### src/rtl/aes_pkg.sv
// Shared AES helpers: GF(2^8) arithmetic over x^8+x^4+x^3+x+1 and the
// MixColumns engine state encoding.
package aes_pkg;

  localparam logic [7:0] AES_POLY = 8'h1B;

  typedef enum logic [1:0] {
    IDLE = 2'd0,
    BUSY = 2'd1,
    DONE = 2'd2
  } mc_state_t;

  function automatic logic [7:0] xtime(input logic [7:0] b);
    return {b[6:0], 1'b0} ^ (b[7] ? AES_POLY : 8'h00);
  endfunction

  // Only the MixColumns/InvMixColumns coefficients are supported.
  function automatic logic [7:0] gf_mul(input logic [7:0] b, input logic [7:0] c);
    logic [7:0] x2;
    logic [7:0] x4;
    logic [7:0] x8;
    logic [7:0] p;
    x2 = xtime(b);
    x4 = xtime(x2);
    x8 = xtime(x4);
    case (c)
      8'h01:   p = b;
      8'h02:   p = x2;
      8'h03:   p = x2 ^ b;
      8'h09:   p = x8 ^ b;
      8'h0b:   p = x8 ^ x2 ^ b;
      8'h0d:   p = x8 ^ x4 ^ b;
      8'h0e:   p = x8 ^ x4 ^ x2;
      default: p = 8'h00;
    endcase
    return p;
  endfunction

endpackage

### src/rtl/mix_columns_iter_if.sv
// Upstream/downstream valid-ready bundle for the MixColumns engine.
interface mix_columns_iter_if;
  logic         in_valid;
  logic         in_ready;
  logic [0:127] in_data;
  logic         in_dec;
  logic         out_valid;
  logic         out_ready;
  logic [0:127] out_data;

  modport master (
    output in_valid, in_data, in_dec, out_ready,
    input  in_ready, out_valid, out_data
  );

  modport slave (
    input  in_valid, in_data, in_dec, out_ready,
    output in_ready, out_valid, out_data
  );
endinterface

### src/rtl/mix_columns_iter_col.sv
// One AES column through the forward [02 03 01 01] or inverse [0e 0b 0d 09]
// circulant matrix; byte 0 of the column sits in col[31:24].
module mix_single_column
  import aes_pkg::*;
(
  input  logic [31:0] col,
  input  logic        dec,
  output logic [31:0] res
);

  logic [7:0] a_s    [4];
  logic [7:0] coef_s [4];
  logic [7:0] acc_s;

  // Row r uses the first matrix row rotated right by r positions.
  always_comb begin
    res   = 32'h0000_0000;
    acc_s = 8'h00;
    for (int i = 0; i < 4; i++) begin
      a_s[i] = col[31 - 8*i -: 8];
    end
    if (dec) begin
      coef_s[0] = 8'h0e; coef_s[1] = 8'h0b; coef_s[2] = 8'h0d; coef_s[3] = 8'h09;
    end else begin
      coef_s[0] = 8'h02; coef_s[1] = 8'h03; coef_s[2] = 8'h01; coef_s[3] = 8'h01;
    end
    for (int r = 0; r < 4; r++) begin
      acc_s = 8'h00;
      for (int j = 0; j < 4; j++) begin
        acc_s = acc_s ^ gf_mul(a_s[j], coef_s[2'(j - r + 4)]);
      end
      res[31 - 8*r -: 8] = acc_s;
    end
  end

endmodule

### src/rtl/mix_columns_iter.sv
// Column-serial MixColumns/InvMixColumns engine: transforms COLS_PER_CYCLE
// columns per clock in place, direction latched per transaction.
module mix_columns_iter
  import aes_pkg::*;
#(
  parameter int COLS_PER_CYCLE = 1,
  parameter int OUT_REG        = 1
)
(
  input  logic             clk,
  input  logic             rst_n,
  mix_columns_iter_if.slave bus,
  output logic             busy
);

  localparam int         C         = COLS_PER_CYCLE;
  localparam logic [1:0] LAST_BEAT = 2'(4 / C - 1);

  generate
    if (!(C == 1 || C == 2 || C == 4)) begin : g_bad_cols
      $error("mix_columns_iter: COLS_PER_CYCLE must be 1, 2 or 4");
    end
  endgenerate

  mc_state_t    state_r;
  mc_state_t    state_next_s;
  logic [1:0]   cnt_r;
  logic         dec_r;
  logic [0:127] work_r;
  logic [0:127] work_next_s;
  logic [0:127] out_data_r;
  logic         out_valid_r;
  logic         busy_r;
  logic         in_ready_s;
  logic         accept_s;
  logic         last_beat_s;
  logic [1:0]   col_idx_s  [C];
  logic [31:0]  col_in_s   [C];
  logic [31:0]  col_out_s  [C];

  // Counter-driven column select feeding the column transformers.
  always_comb begin
    for (int k = 0; k < C; k++) begin
      col_idx_s[k] = 2'(int'(cnt_r) * C + k);
      col_in_s[k]  = work_r[{col_idx_s[k], 5'd0} +: 32];
    end
  end

  generate
    for (genvar k = 0; k < C; k++) begin : g_col
      mix_single_column u_col (
        .col (col_in_s[k]),
        .dec (dec_r),
        .res (col_out_s[k])
      );
    end
  endgenerate

  // Write the freshly transformed columns back over their originals.
  always_comb begin
    work_next_s = work_r;
    for (int k = 0; k < C; k++) begin
      work_next_s[{col_idx_s[k], 5'd0} +: 32] = col_out_s[k];
    end
  end

  assign last_beat_s = (state_r == BUSY) && (cnt_r == LAST_BEAT);
  assign accept_s    = bus.in_valid & in_ready_s;

  // Next-state and upstream ready; DONE may hand off straight into BUSY.
  always_comb begin
    in_ready_s   = 1'b0;
    state_next_s = state_r;
    case (state_r)
      IDLE: begin
        in_ready_s = 1'b1;
        if (bus.in_valid) begin
          state_next_s = BUSY;
        end else begin
          state_next_s = IDLE;
        end
      end
      BUSY: begin
        if (cnt_r == LAST_BEAT) begin
          if ((OUT_REG == 0) && bus.out_ready) begin
            state_next_s = IDLE;
          end else begin
            state_next_s = DONE;
          end
        end else begin
          state_next_s = BUSY;
        end
      end
      DONE: begin
        in_ready_s = bus.out_ready;
        if (bus.out_ready) begin
          if (bus.in_valid) begin
            state_next_s = BUSY;
          end else begin
            state_next_s = IDLE;
          end
        end else begin
          state_next_s = DONE;
        end
      end
      default: begin
        state_next_s = IDLE;
      end
    endcase
  end

  // State, working register, latched mode and registered outputs.
  always_ff @(posedge clk or negedge rst_n) begin
    if (!rst_n) begin
      state_r     <= IDLE;
      cnt_r       <= 2'd0;
      dec_r       <= 1'b0;
      work_r      <= 128'h0;
      out_data_r  <= 128'h0;
      out_valid_r <= 1'b0;
      busy_r      <= 1'b0;
    end else begin
      state_r     <= state_next_s;
      out_valid_r <= (state_next_s == DONE);
      busy_r      <= (state_next_s != IDLE);
      if (accept_s) begin
        work_r <= bus.in_data;
        dec_r  <= bus.in_dec;
        cnt_r  <= 2'd0;
      end else if (state_r == BUSY) begin
        work_r <= work_next_s;
        cnt_r  <= cnt_r + 2'd1;
      end
      if (last_beat_s) begin
        out_data_r <= work_next_s;
      end
    end
  end

  assign bus.in_ready  = in_ready_s & rst_n;
  assign bus.out_valid = out_valid_r | ((OUT_REG == 0) & last_beat_s);
  assign bus.out_data  = ((OUT_REG == 0) && last_beat_s) ? work_next_s : out_data_r;
  assign busy          = busy_r;

endmodule

### src/flat_wrapper.sv
// flat-port wrapper written by rule: the top's interface ports become plain ports
module mix_columns_iter_flat import aes_pkg::*;
#(
  parameter int COLS_PER_CYCLE = 1,
  parameter int OUT_REG        = 1
)
  (clk, rst_n, busy, bus_in_valid, bus_in_data, bus_in_dec, bus_out_ready, bus_in_ready, bus_out_valid, bus_out_data);
  mix_columns_iter_if bus_i ();
  input  logic clk;
  input  logic rst_n;
  output logic busy;
  input wire logic [$bits(bus_i.in_valid)-1:0] bus_in_valid;
  input wire logic [$bits(bus_i.in_data)-1:0] bus_in_data;
  input wire logic [$bits(bus_i.in_dec)-1:0] bus_in_dec;
  input wire logic [$bits(bus_i.out_ready)-1:0] bus_out_ready;
  output wire logic [$bits(bus_i.in_ready)-1:0] bus_in_ready;
  output wire logic [$bits(bus_i.out_valid)-1:0] bus_out_valid;
  output wire logic [$bits(bus_i.out_data)-1:0] bus_out_data;
  assign bus_i.in_valid = bus_in_valid;
  assign bus_i.in_data = bus_in_data;
  assign bus_i.in_dec = bus_in_dec;
  assign bus_i.out_ready = bus_out_ready;
  assign bus_in_ready = bus_i.in_ready;
  assign bus_out_valid = bus_i.out_valid;
  assign bus_out_data = bus_i.out_data;
  mix_columns_iter #(.COLS_PER_CYCLE(COLS_PER_CYCLE), .OUT_REG(OUT_REG)) u_core (.clk(clk), .rst_n(rst_n), .bus(bus_i), .busy(busy));
endmodule
### config.mk
export PLATFORM = sky130hd
export DESIGN_NAME = mix_columns_iter_flat
export DESIGN_NICKNAME = d
export VERILOG_FILES = /design/src/rtl/aes_pkg.sv /design/src/rtl/mix_columns_iter_if.sv /design/src/rtl/mix_columns_iter_col.sv /design/src/rtl/mix_columns_iter.sv /design/src/flat_wrapper.sv
export SDC_FILE = /design/constraint.sdc
export NUM_CORES = 1
export LEC_CHECK = 0
export ABC_AREA = 1
export ABC_CLOCK_PERIOD_IN_PS = 2800
export CAP_MARGIN = 20
export CORE_MARGIN = 1.5
export CORE_UTILIZATION = 40
export DETAILED_ROUTE_END_ITERATION = 7
export GPL_ROUTABILITY_DRIVEN = 0
export PLACE_DENSITY = 0.69
export SETUP_SLACK_MARGIN = 0.2
export SLEW_MARGIN = 20
export SYNTH_ARGS = -nofsm -noshare
export SYNTH_HDL_FRONTEND = slang
export SYNTH_HIERARCHICAL = 1
export SYNTH_SLANG_ARGS = --single-unit
### constraint.sdc
create_clock -name clk -period 2.8 [get_ports clk]
set_input_delay 0.56 -clock clk [delete_from_list [all_inputs] [get_ports clk]]
set_output_delay 0.56 -clock clk [all_outputs]
set_load 0.02 [all_outputs]
==> parameters.txt <==
Parameter                              Value

Placed design
  Number of port buffers ... 263
  Dpl cells ... roughly 3.1k
  Instance area after placement ... 20000 sq um
  Placed wire-length estimate ... 46100 um

Die
  Initial Util ... 0.405
  Total die area ... between 40000 and 50000 sq um
  Core Rows ... 72
  Chip Height ... 201 um
  Core outline area ... approximately 39000 sq um
  Number of placed I/O pins ... 264
  Die X-Extent ... roughly 200 um

Synth
  Post-Syn Area per Cell ... around 6.9 sq um
  Synthesized netlist cell count ... about 2.3k
  Biggest area contributors in the synthesized netlist ... sky130_fd_sc_hd__dfrtp_1, sky130_fd_sc_hd__nand2_1, sky130_fd_sc_hd__nand3_1
  Fraction of synthesis flops using an asynchronous set or reset pin ... 1.00
  Share of the yosys chip area belonging to registers ... 0.420
  Mapped Nets ... roughly 2.4k
  Cell taking the most area after synthesis ... sky130_fd_sc_hd__dfrtp_1
  Commonest register cell after synthesis ... sky130_fd_sc_hd__dfrtp_1
  Cell variety after synth ... 33
  Most frequent cell after synthesis ... sky130_fd_sc_hd__nand2_1
  #FFs+latches synth ... roughly 260
  Synth cell count leaders ... sky130_fd_sc_hd__nand2_1, sky130_fd_sc_hd__nand3_1, sky130_fd_sc_hd__dfrtp_1
  Syn Std Cell Area ... between 15000 and 20000 sq um
  Fraction of synthesized cell area taken by the top area cell type ... 0.420
  Number of enable-type register cells in the synthesized netlist ... 0
  Synth warnings ... 6

Setup path
  Crit path top cell by count ... sky130_fd_sc_hd__nand2_1
  Crit-path slowest cell ... sky130_fd_sc_hd__dfrtp_2
  Data arrival, critical path ... about 3.4 ns
  Req. time, crit path ... between 3 and 4 ns
  Crit-path max FO ... 27
  CP Launch Type ... register
  Category of the most critical setup path ... register to register
  Max stage delay on crit path ... between 0.4 and 0.5 ns
  Cell-by-cell listing of the critical path ... buf_12, buf_16, buf_12, nor2_1, o22ai_2, buf_4, nand2_1, nand2_2, nor2_1, inv_1, buf_4, nand2_1, nand2_1, xnor2_2, nand2_2, o21ai_2, buf_4, nand2_1, nand3_1
  Endpoint kind of the worst setup timing path ... register

Run status
  Result of the run ... finished with violations
  Failing checks ... negative setup slack

Detailed routing
  Antenna-violating nets left ... 0
  Drt drc ... 0
  Average wire per cell in the routed design ... slightly above 20 um
  Drt pass-1 iters ... 6
  Total Routed Length ... around 66000 um
  Detail-routed via count per cell ... 5.58
  1st-iter DRT viols ... between 2k and 2.5k
  Total number of vias ... 17.8k

STA
  Worst Setup Slack, final ... -0.0886 ns
  Hold violation count in the final report ... 0
  Worst slew margin ... 0.301
  RSZ-0062 raised after global routing ... true
  Fin Clk Skew ... 0.0101 ns
  # setup viols final ... 34
  Worst hold-check slack ... between 0.1 and 0.15 ns
  Worst-Margin Slew ... 1.05 ns
  Max-slew violation count ... 0
  Fin crit period ... just under 3 ns
  Final total negative setup slack ... -0.941 ns
  Fin crit share ... 1.03
  Maximum achievable frequency ... approximately 350 MHz

Final layout
  Count of antenna diodes in the layout ... 0
  Post-route cell area ... roughly 23000 sq um
  Filler cell count in the final layout ... ~3.4k
  Layout-stage area growth over the synthesis result ... 44.4%
  Non-filler instance count after layout ... approximately 3.2k
  Net count of the finished layout ... between 2k and 3k
  Layout cell share with drive strength beyond 1 ... 0.219

Global route
  Global Route Usage Sum ... 0.318
  Via count of the first global-routing pass ... ~17k
  Pin count of the biggest net entering global routing ... 145
  Global-route wire length before repair ... ~100000 um
  Initial antenna violation count ... 0
  Congestion Overflow GR ... 0

CTS
  # clock sinks ... 263
  Maximum level of the CTS H-tree ... 1
  Clock buffer count from CTS ... 28
  TritonCTS clock tree ... built
  Worst-path clk slew ... approximately 0.070 ns
  Clk Tree Root Cell ... sky130_fd_sc_hd__clkbuf_16
  Clk buf depth ... 3
  Clock network latency to the later pin of the worst-skew pair ... roughly 0.57 ns

Flow run
  Reported max-cap violation count ... 0

Worst hold path
  Hold WC Path Type ... input port to async pin
## worst max-delay path: cells and delay by family, from the launching register on
family / cells / cell delay, ns
compound gates: 2 / 0.25
xor+xnor: 1 / 0.25
buf+inv: 7 / 0.99
simple gates: 9 / 0.82
flops: 1 / 0.46
## layout make-up
type                       count  area, sq um  share of cell area
clock buffer                  42          855              0.0378
clock inverter                10          183             0.00807
tap                          518          648              0.0286
sequential                   263         6590               0.291
timing repair buffer         502         4820               0.213
multi-input combinational   1777         9180               0.406
inverter                      85          353              0.0156
## sequential cells by signal, summed over array words and instances (netlist names)
register / cells
u_core/bus.out_data: 128
u_core/work_r: 128
u_core/cnt_r: 2
u_core/state_r: 2
u_core/bus.out_valid: 1
u_core/busy: 1
u_core/dec_r: 1
## cells by family (layout without fill, tap and decap cells)
kind of cell | Yosys count | count (layout) | synth area share
AO/OA/AOI/OAI | 219 | 219 | 0.0742
XOR/XNOR | 75 | 75 | 0.0429
AND/OR/NAND/NOR | 1479 | 1479 | 0.389
adder cells (fa/ha/maj) | 4 | 4 | 0.00319
flip-flops | 263 | 263 | 0.420
buffers and inverters | 231 | 639 | 0.0704
## placed cells by master (no fill, tap or decap), types with 13 or more instances in the layout
master / netlist / final
sky130_fd_sc_hd__nand2_1: 1042 / 941
sky130_fd_sc_hd__nand3_1: 302 / 293
sky130_fd_sc_hd__clkdlybuf4s50_1: 0 / 262
sky130_fd_sc_hd__dfrtp_1: 263 / 260
sky130_fd_sc_hd__buf_4: 7 / 206
sky130_fd_sc_hd__nand2_2: 6 / 96
sky130_fd_sc_hd__o21ai_2: 0 / 73
sky130_fd_sc_hd__nor2_1: 88 / 68
sky130_fd_sc_hd__o21ai_1: 8 / 56
sky130_fd_sc_hd__inv_1: 71 / 54
sky130_fd_sc_hd__o21ai_0: 170 / 42
sky130_fd_sc_hd__xor2_1: 52 / 35
sky130_fd_sc_hd__clkbuf_16: 0 / 30
sky130_fd_sc_hd__nand4_1: 28 / 28
sky130_fd_sc_hd__inv_2: 9 / 23
sky130_fd_sc_hd__o22ai_1: 32 / 19
sky130_fd_sc_hd__buf_12: 0 / 17
sky130_fd_sc_hd__nor2_2: 0 / 16
sky130_fd_sc_hd__nand2_4: 5 / 16
sky130_fd_sc_hd__xor2_2: 2 / 13
## per-layer routing
metal,vias to the layer above,part of all wire,global-route usage
met5,-,0,0
met4,0,0.055,0.158
met3,201,0.12,0.0744
met2,1138,0.41,0.448
met1,8455,0.41,0.454
li1,8050,-,-
## path summary, 6_finish.rpt
kind	start	to	slack, ns	depth (start not counted)
min in group clk	u_core/bus.out_data[22]$_DFFE_PN0P_	u_core/bus.out_data[22]$_DFFE_PN0P_	0.48	2
worst max-delay path	u_core/cnt_r[0]$_DFFE_PN0P_	u_core/work_r[42]$_DFFE_PN0P_	-0.09	19
worst min register to register	u_core/bus.out_data[22]$_DFFE_PN0P_	u_core/bus.out_data[22]$_DFFE_PN0P_	0.48	2
max in group asynchronous	rst_n	u_core/bus.out_data[47]$_DFFE_PN0P_	1.42	2
worst max register to register	u_core/cnt_r[0]$_DFFE_PN0P_	u_core/work_r[42]$_DFFE_PN0P_	-0.09	19
worst min-delay path	rst_n	u_core/bus.out_data[127]$_DFFE_PN0P_	0.14	2
## repair_timing
action,CTS,global route
buffers inserted,15,9
pin swaps,79,50
endpoints found under the setup margin,256,256
cloned,4,1
hold endpoints to repair,19,0
resized for setup,285,166
hold buffers,1,0
## per-stage QoR
step / utilization / setup slack (ns)
5_1_grt: 0.586 / -0.215
2_1_floorplan: - / 0.204
4_1_cts: 0.571 / -0.00449
3_3_place_gp: 0.517 / -0.381
3_5_place_dp: 0.517 / -0.401
6_report: 0.586 / -0.0886
Power is not shown: default switching activity piles up to over one toggle a cycle in this logic, so the estimate is an artifact.
